<file path="config.mk">
export PLATFORM = sky130hd
export DESIGN_NAME = stopwatch_ctrl
export DESIGN_NICKNAME = d
export VERILOG_FILES = /design/src/rtl/stopwatch_ctrl.sv
export SDC_FILE = /design/constraint.sdc
export NUM_CORES = 1
export LEC_CHECK = 0
export ABC_AREA = 1
export ABC_CLOCK_PERIOD_IN_PS = 1300
export CORE_AREA = 2 2 48 50
export CTS_CLUSTER_DIAMETER = 60
export CTS_CLUSTER_SIZE = 16
export DETAILED_ROUTE_END_ITERATION = 6
export DIE_AREA = 0 0 50 52
export HOLD_SLACK_MARGIN = 0.05
export PLACE_DENSITY = 0.75
export SLEW_MARGIN = 20
export SYNTH_ARGS = -nofsm -noshare
export SYNTH_HDL_FRONTEND = slang
export SYNTH_SLANG_ARGS = --single-unit
export TNS_END_PERCENT = 20
</file>
<file path="constraint.sdc">
create_clock -name clk -period 1.3 [get_ports clk]
set_clock_uncertainty 0.15 [all_clocks]
set_input_delay 0.26 -clock clk [delete_from_list [all_inputs] [get_ports clk]]
set_output_delay 0.26 -clock clk [all_outputs]
set_load 0.05 [all_outputs]
</file>
<file path="src/rtl/stopwatch_ctrl.sv">
// stopwatch_ctrl: stopwatch FSM with synchronized, edge-detected buttons and optional lap capture.
// Ports: clk; hard_reset (async, active-low); btn_start_stop / btn_clear / btn_lap (raw levels);
//        sec_count_in (seconds counter value); en (00 reset, 01 count, 10 hold); lap_count/lap_valid
//        (captured lap); overflow (state is OVF); state (FSM encoding, debug).
// Optional feature: define STOPWATCH_LAP_EN to build the lap synchronizer and capture register;
//        otherwise btn_lap is ignored and lap_count/lap_valid are tied to 0.
module stopwatch_ctrl #(
  parameter int WIDTH       = 19,
  parameter int SYNC_STAGES = 2,
  parameter int MAX_COUNT   = 359999
) (
  input  logic             clk,
  input  logic             hard_reset,
  input  logic             btn_start_stop,
  input  logic             btn_clear,
  input  logic             btn_lap,
  input  logic [WIDTH-1:0] sec_count_in,
  output logic [1:0]       en,
  output logic [WIDTH-1:0] lap_count,
  output logic             lap_valid,
  output logic             overflow,
  output logic [1:0]       state
);
  typedef enum logic [1:0] {CLEAR = 2'b00, RUN = 2'b01, PAUSE = 2'b10, OVF = 2'b11} state_t;
  localparam logic [WIDTH-1:0] MAX_C = WIDTH'(MAX_COUNT);
  state_t st, next_state;
  logic [SYNC_STAGES-1:0] ss_sync, clr_sync;
  logic ss_prev, clr_prev, ss_pulse, clr_pulse;
  logic [1:0] en_d;
  logic ovf_d;
  always_ff @(posedge clk or negedge hard_reset)
    if (!hard_reset) begin
      ss_sync  <= '0;
      clr_sync <= '0;
      ss_prev  <= 1'b0;
      clr_prev <= 1'b0;
    end else begin
      ss_sync  <= {ss_sync[SYNC_STAGES-2:0], btn_start_stop};
      clr_sync <= {clr_sync[SYNC_STAGES-2:0], btn_clear};
      ss_prev  <= ss_sync[SYNC_STAGES-1];
      clr_prev <= clr_sync[SYNC_STAGES-1];
    end
  // one-cycle pulse on the first high synchronized sample; re-arms after a low sample
  assign ss_pulse  = ss_sync[SYNC_STAGES-1] & ~ss_prev;
  assign clr_pulse = clr_sync[SYNC_STAGES-1] & ~clr_prev;
  always_ff @(posedge clk or negedge hard_reset)
    if (!hard_reset) begin
      st       <= CLEAR;
      en       <= 2'b00;
      overflow <= 1'b0;
    end else begin
      st       <= next_state;
      en       <= en_d;
      overflow <= ovf_d;
    end
  always_comb begin
    next_state = st;
    case (st)
      CLEAR:   next_state = ss_pulse ? RUN : CLEAR;
      RUN:     next_state = (sec_count_in >= MAX_C) ? OVF : ss_pulse ? PAUSE : RUN;
      PAUSE:   next_state = clr_pulse ? CLEAR : ss_pulse ? RUN : PAUSE;
      default: next_state = clr_pulse ? CLEAR : OVF;
    endcase
  end
  // outputs are decoded from next_state so the registered copies track state on the same edge
  always_comb begin
    en_d  = next_state == CLEAR ? 2'b00 : next_state == RUN ? 2'b01 : 2'b10;
    ovf_d = next_state == OVF;
  end
  assign state = st;
`ifdef STOPWATCH_LAP_EN
  logic [SYNC_STAGES-1:0] lap_sync;
  logic lap_prev, lap_pulse;
  assign lap_pulse = lap_sync[SYNC_STAGES-1] & ~lap_prev;
  always_ff @(posedge clk or negedge hard_reset)
    if (!hard_reset) begin
      lap_sync  <= '0;
      lap_prev  <= 1'b0;
      lap_count <= '0;
      lap_valid <= 1'b0;
    end else begin
      lap_sync <= {lap_sync[SYNC_STAGES-2:0], btn_lap};
      lap_prev <= lap_sync[SYNC_STAGES-1];
      if (next_state == CLEAR && st != CLEAR) begin
        lap_count <= '0;
        lap_valid <= 1'b0;
      end else if (lap_pulse && st == RUN) begin
        lap_count <= sec_count_in;
        lap_valid <= 1'b1;
      end
    end
`else
  logic unused_lap;
  assign unused_lap = btn_lap;
  assign lap_count  = '0;
  assign lap_valid  = 1'b0;
`endif
endmodule

</file>
==> results.md <==
- Synthesized flop and latch total: 11
- Root Driver: clkbuf_4
- Via density: 3.76
- Core Box Area: 0.00211 mm^2
- Post-synth top area share: 0.431
- Clock group share of total power: 0.122
- Fmax: 786 MHz
- Gate power share: 0.592
- Nets: 133
- Top_reg_cell synth: dfrtp_1
- Total track usage: 0.0998
- Sw frac: 0.446
- Gr ovfl total: 0
- Crit path buf inv count: 1
- CTS Buf Count: 3
- Hold-fix buffers, CTS: 0
- Slew Limit Fails: 0
- Avg WL per Cell: 9.75 um
- Largest net degree at the start of global routing: 12
- Pleak: 0.603 nW
- Power Dens Cells: 1800 mW/mm^2
- Crit path max-delay cell type: clkdlybuf4s50_1
- Crit path largest cell delay: 410 ps
- Layout cells sized above 1: 0.269
- Clock sinks: 11
- Crit. End Element: flip-flop
- Ports: 49
- Cell mode on critical path: nand2_2
- Element type at the critical path start: input pin
- Post-Place Cells: 129
- Type of the worst setup path: input pin to flip-flop
- Initial drt markers: 1
- Max Cap Viol: 0
- Tot Pwr: 0.00185 W
- Final WL: 1.33 mm
- Gpl congestion: 0.696
- First-pass GRT wire length: 1.94 mm
- Die X-Extent: 50 um
- Multiplexer share of the synthesized area: 0
- Adder-cell share of the synthesized area: 0
- Worst path top cell family by delay: simple AND/OR/NAND/NOR gates
- Register area share after synthesis: 0.431
- Number of fill cells: 203
- RSZ-0062 raised after global routing: true
- Peak supply drop: 0.00147 V
- Post-DRT Antenna Nets: 0
- Post-route insts no fill: 136
- Synth Area in Simple Gates: 0.233
- Final Hold Viols: 0
- Area leader, netlist: dfrtp_1
- Post-synth EDFFs: 0
- Sequential share of power: 0.286
- Die Y: 52 um
- Post-Synth XOR/XNOR Area: 0
- Syn-to-layout area delta: 61.0%
- Worst min path class: input pin to async pin
- Final Cycle Share: 0.979
- Residual DRC count: 0
- Fin util: 0.488
- WP data arrival: 1320 ps
- CP Cell Sequence: clkdlybuf4s50_1 -> nor3_2 -> nand2_1 -> nand2_2 -> nand3_2 -> nand2_4 -> nand2_2 -> nor2_2
- Largest family of logic cells by synthesized area: buffers and inverters
- Dpl ws: -298 ps
- Post-Synthesis Cells: 74
- Distinct cells, synth: 17
- Vias in the first global route: 498
- Post-synthesis compound-gate area fraction: 0.0412
- Internal power: 0.00103 W
- Synth warn: 0
- Mapped cell area: 638 um^2
- Clock Latency Late Sink: 260 ps
- Final setup violation count: 0
- Antenna Cells: 0
- Most common cell in the netlist: buf_4
- Htree depth: 1
- Total die area: 0.00260 mm^2
- Final WS setup: 27.4 ps
- Clk buf depth: 2
- First-pass DRT Iterations: 2
- Switching power: 0.000824 W
- Status: finished, final reports clean
- CTS tree: done
- Vias: 511
- Detailed placer's ending HPWL: 901 um
- CP required: 1340 ps
- Row count: 17
- Initial antenna violation count: 0
- Initial Util: 0.303
- Buffers on Ports: 27
- Synth top area cells: dfrtp_1 43%, buf_4 24%, nand2_1 7.6%, inv_1 4.7%, nand2_2 3.9%
- Reg clk slew, reported paths: 70 ps
- Mapped Avg Cell Area: 8.62 um^2
- Commonest cells post-synth: 20 x buf_4, 13 x nand2_1, 11 x dfrtp_1, 8 x inv_1
- Period minus WS final: 1270 ps
- Crit Path Max Fanout: 3
- WHS: 135 ps
- Async set or reset register ratio after synthesis: 1.00
-- per-layer routing --
metal	track usage	vias to the layer above	share of wire
met5	0	-	0
met4	0.0694	0	0
met3	0.0201	0	0.084
met2	0.169	34	0.54
met1	0.112	227	0.38
li1	-	250	-
-- area by class of cell --
class                      count  area (um^2)  share of cell area
sequential                    11          278               0.270
timing repair buffer          31          383               0.373
inverter                       9         33.8              0.0329
tap                           28         35.0              0.0341
multi-input combinational     53          272               0.264
clock buffer                   4         26.3              0.0256
-- power groups by stage --
stage	Clock, W	Sequential (W)	Combinational [W]
floorplan	0	0.000761	0.000331
global placement	0	0.000548	0.000971
detailed placement	0	0.000545	0.000974
CTS	0.000236	0.000537	0.00103
global route	0.000251	0.000537	0.00115
finish	0.000225	0.000528	0.00110
-- layout by cell type (no fill, tap or decap) --
| master | n |
|---|---|
| conb_1 | 20 |
| nand2_1 | 13 |
| dlymetal6s2s_1 | 13 |
| dfrtp_1 | 9 |
| clkdlybuf4s50_1 | 9 |
| inv_1 | 7 |
| buf_12 | 5 |
| nor2_1 | 4 |
| buf_4 | 4 |
| nor2_2 | 3 |
| nand2_2 | 3 |
| clkbuf_4 | 3 |
| inv_2 | 2 |
| nand3_2 | 2 |
| dfrtp_2 | 2 |
| nand4_1 | 1 |
| nor3_2 | 1 |
| nor3_4 | 1 |
| nand3_1 | 1 |
| o21ai_0 | 1 |
| nand2_4 | 1 |
| o211ai_2 | 1 |
| a21oi_2 | 1 |
| clkbuf_1 | 1 |
-- sequential cells by signal, indices dropped and copies added, names as in the netlist --
register / flops
clr_prev: 1
clr_sync: 2
en: 2
overflow: 1
ss_prev: 1
ss_sync: 2
state: 2
-- per-stage QoR --
step                instance area, um^2  setup TNS (ps)
global placement                    925           -1130
detailed placement                  925           -1200
floorplan                           712               0
CTS                                 966           -10.4
finish                             1030               0
global route                       1030           -36.2
-- path summary, 6_finish.rpt --
path	cells past startpoint	slack, ps	end	startpoint
max reg2reg	5	30	en[0]	state[1]
max	8	30	en[0]	sec_count_in[7]
min reg2reg	0	200	ss_sync[1]	ss_sync[0]
max in group asynchronous	2	710	state[1]	hard_reset
min	2	140	clr_sync[0]	hard_reset
min in group clk	0	200	ss_sync[1]	ss_sync[0]
-- logic make-up (layout without fill, tap and decap cells) --
logic type / count (synthesis) / after routing
and+or+nand+nor: 30 / 30
buffers and inverters: 29 / 44
DFF: 11 / 11
AOI/OAI and AO/OA: 3 / 3
other: 1 / 20
-- repair_timing --
action / in CTS / in global routing
pin swaps: 0 / 12
buffers inserted: 2 / 1
gates resized for setup: 0 / 18
setup endpoints to repair: 3 / 7
No activity file was read; power rests on OpenSTA's default activity.
==> RTL change: new RTL, same flow settings <==
Change the parameter `WIDTH` from 19 to 21.
--- a/src/rtl/stopwatch_ctrl.sv
+++ b/src/rtl/stopwatch_ctrl.sv
@@ -5,7 +5,7 @@
 // Optional feature: define STOPWATCH_LAP_EN to build the lap synchronizer and capture register;
 //        otherwise btn_lap is ignored and lap_count/lap_valid are tied to 0.
 module stopwatch_ctrl #(
-  parameter int WIDTH       = 19,
+  parameter int WIDTH       = 21,
   parameter int SYNC_STAGES = 2,
   parameter int MAX_COUNT   = 359999
 ) (
Ports: changed (resized lap_count and sec_count_in); port bits go from 49 to 53. No check against the original RTL was run, so the function may have changed too.
==> RTL change against the unedited design <==
Power down 3.5%; final cell count is 13% higher; routed wire length increased by 6.0%; sequential share of layout area fell by 1.3 points; setup slack lost 0.0019 ns; sequential cell count did not move; critical path depth down 7; design area rose by 5.2%; utilization increased by 2.6 points; global-route usage increased by 1.8 points; hold slack better by 0.018 ns; area after synthesis up 12%; largest cell class unchanged.
==> RTL change: results (changes against the unedited design) <==
[run_status]
status=finished, final reports clean

[place]
dp.cells=147  ; +14%
post-place-ws_ns=-0.369  ; -0.0717 ns
routabilityCongestion=0.733  ; +5.3%
port_buffers=29  ; +7.4%
postPlaceCellArea_sq_um=1020  ; +10%
dp_hpwl_microns=1130  ; +25%

[clock_network]
cts_buffer_depth=2  ; unchanged
clockRootBuffer=clkbuf_4
clk_pin_slew_worst_paths_ns=0.07  ; about the same
clock_latency_ns=0.27
htreeDepth=1  ; unchanged

[synthesis]
ys_warn_count=0  ; unchanged
syn_avg_cell_area_sq_um=8.00  ; -7.2%
synth_area_leaders=dfrtp_1, buf_4, nand2_1
synth.distinct_cells=15  ; -2
synth_common_cells=buf_4, nand2_1, dfrtp_1
synth_seq_area_share=0.387  ; -0.0447
synth_async_sr_flop_share=1.00  ; unchanged

[worst_setup_path]
cpMaxStageDelayCell=dfrtp_2
r2r-start=ss_sync[1]
slowest_delay_ns=0.44  ; +0.03 ns
r2r_cells=7  ; +2
path_delay_family=flip-flops
arrival_ns=0.86  ; -0.46 ns
r2r_end=state[0]
endpoint=state[1]
critPathMaxFanout=3  ; unchanged
reg2reg_slack_ns=0.08  ; +0.05 ns
startpoint=state[1]

[finish]
area_growth_syn_to_layout_pct=51.8
fill_cells=194  ; -4.4%
drive_gt1_frac=0.294  ; +0.0251
diodes=0  ; unchanged

[drt]
route.top_layer_used=met3
met3_wirelength_microns=98  ; -12%
wl_per_cell_microns=9.13  ; -6.4%
wirelength_microns=1410  ; +6.0%
drt-met1-wl_microns=482  ; -4.0%
met2_wirelength_microns=825  ; +16%
drt_first_pass_iters=1  ; -1
drt_iter0_drc=0  ; -1
vias_per_cell=3.92  ; +4.2%

[pwr]
pg_comb_mw=1.04  ; -5%
p_clk_mw=0.227
p_int_mw=0.985  ; -4.0%
peakVddDrop_uv=1370  ; -6.6%
switching_share=0.448  ; +0.00245
p_leak_nw=0.593  ; -1.7%

[sta]
fmax_mhz=785  ; -0.15%
holdWs_ns=0.154  ; +0.0185 ns

[grt]
grt_max_degree=12  ; unchanged
grt_pass1_wl_microns=2330  ; +20%
track_usage=0.118  ; +0.0183
grt_pass1_vias=585  ; +17%
antenna_found_initial=0  ; unchanged

## RTL change: routing by layer
metal  vias to the layer above  global-route usage
met2                        29               0.226
met1                       279               0.124
met5                         -                   0
met3                         0              0.0374
li1                        295                   -
met4                         0              0.0278
## RTL change: layout make-up
class	count	share of cell area
Multi-Input combinational cell	62	0.296
Sequential cell	11	0.257
Clock buffer	4	0.0243
Tap cell	28	0.0324
Timing Repair Buffer	34	0.338
Inverter	15	0.0521
## RTL change: cell families (layout without fill, tap and decap cells)
logic type	after synthesis	count (layout)	synth area share
buffers and inverters	37	53	0.311
other	1	22	0.00527
and+or+nand+nor	37	37	0.258
DFF	11	11	0.387
AOI/OAI and AO/OA	3	3	0.0387
## RTL change: what timing repair did
action                                  4_1_cts  5_1_grt
pin swaps                                    18        8
buffers inserted                              0        3
hold endpoints to repair                      0        0
endpoints found under the setup margin        5        6
resized for setup                            17        8
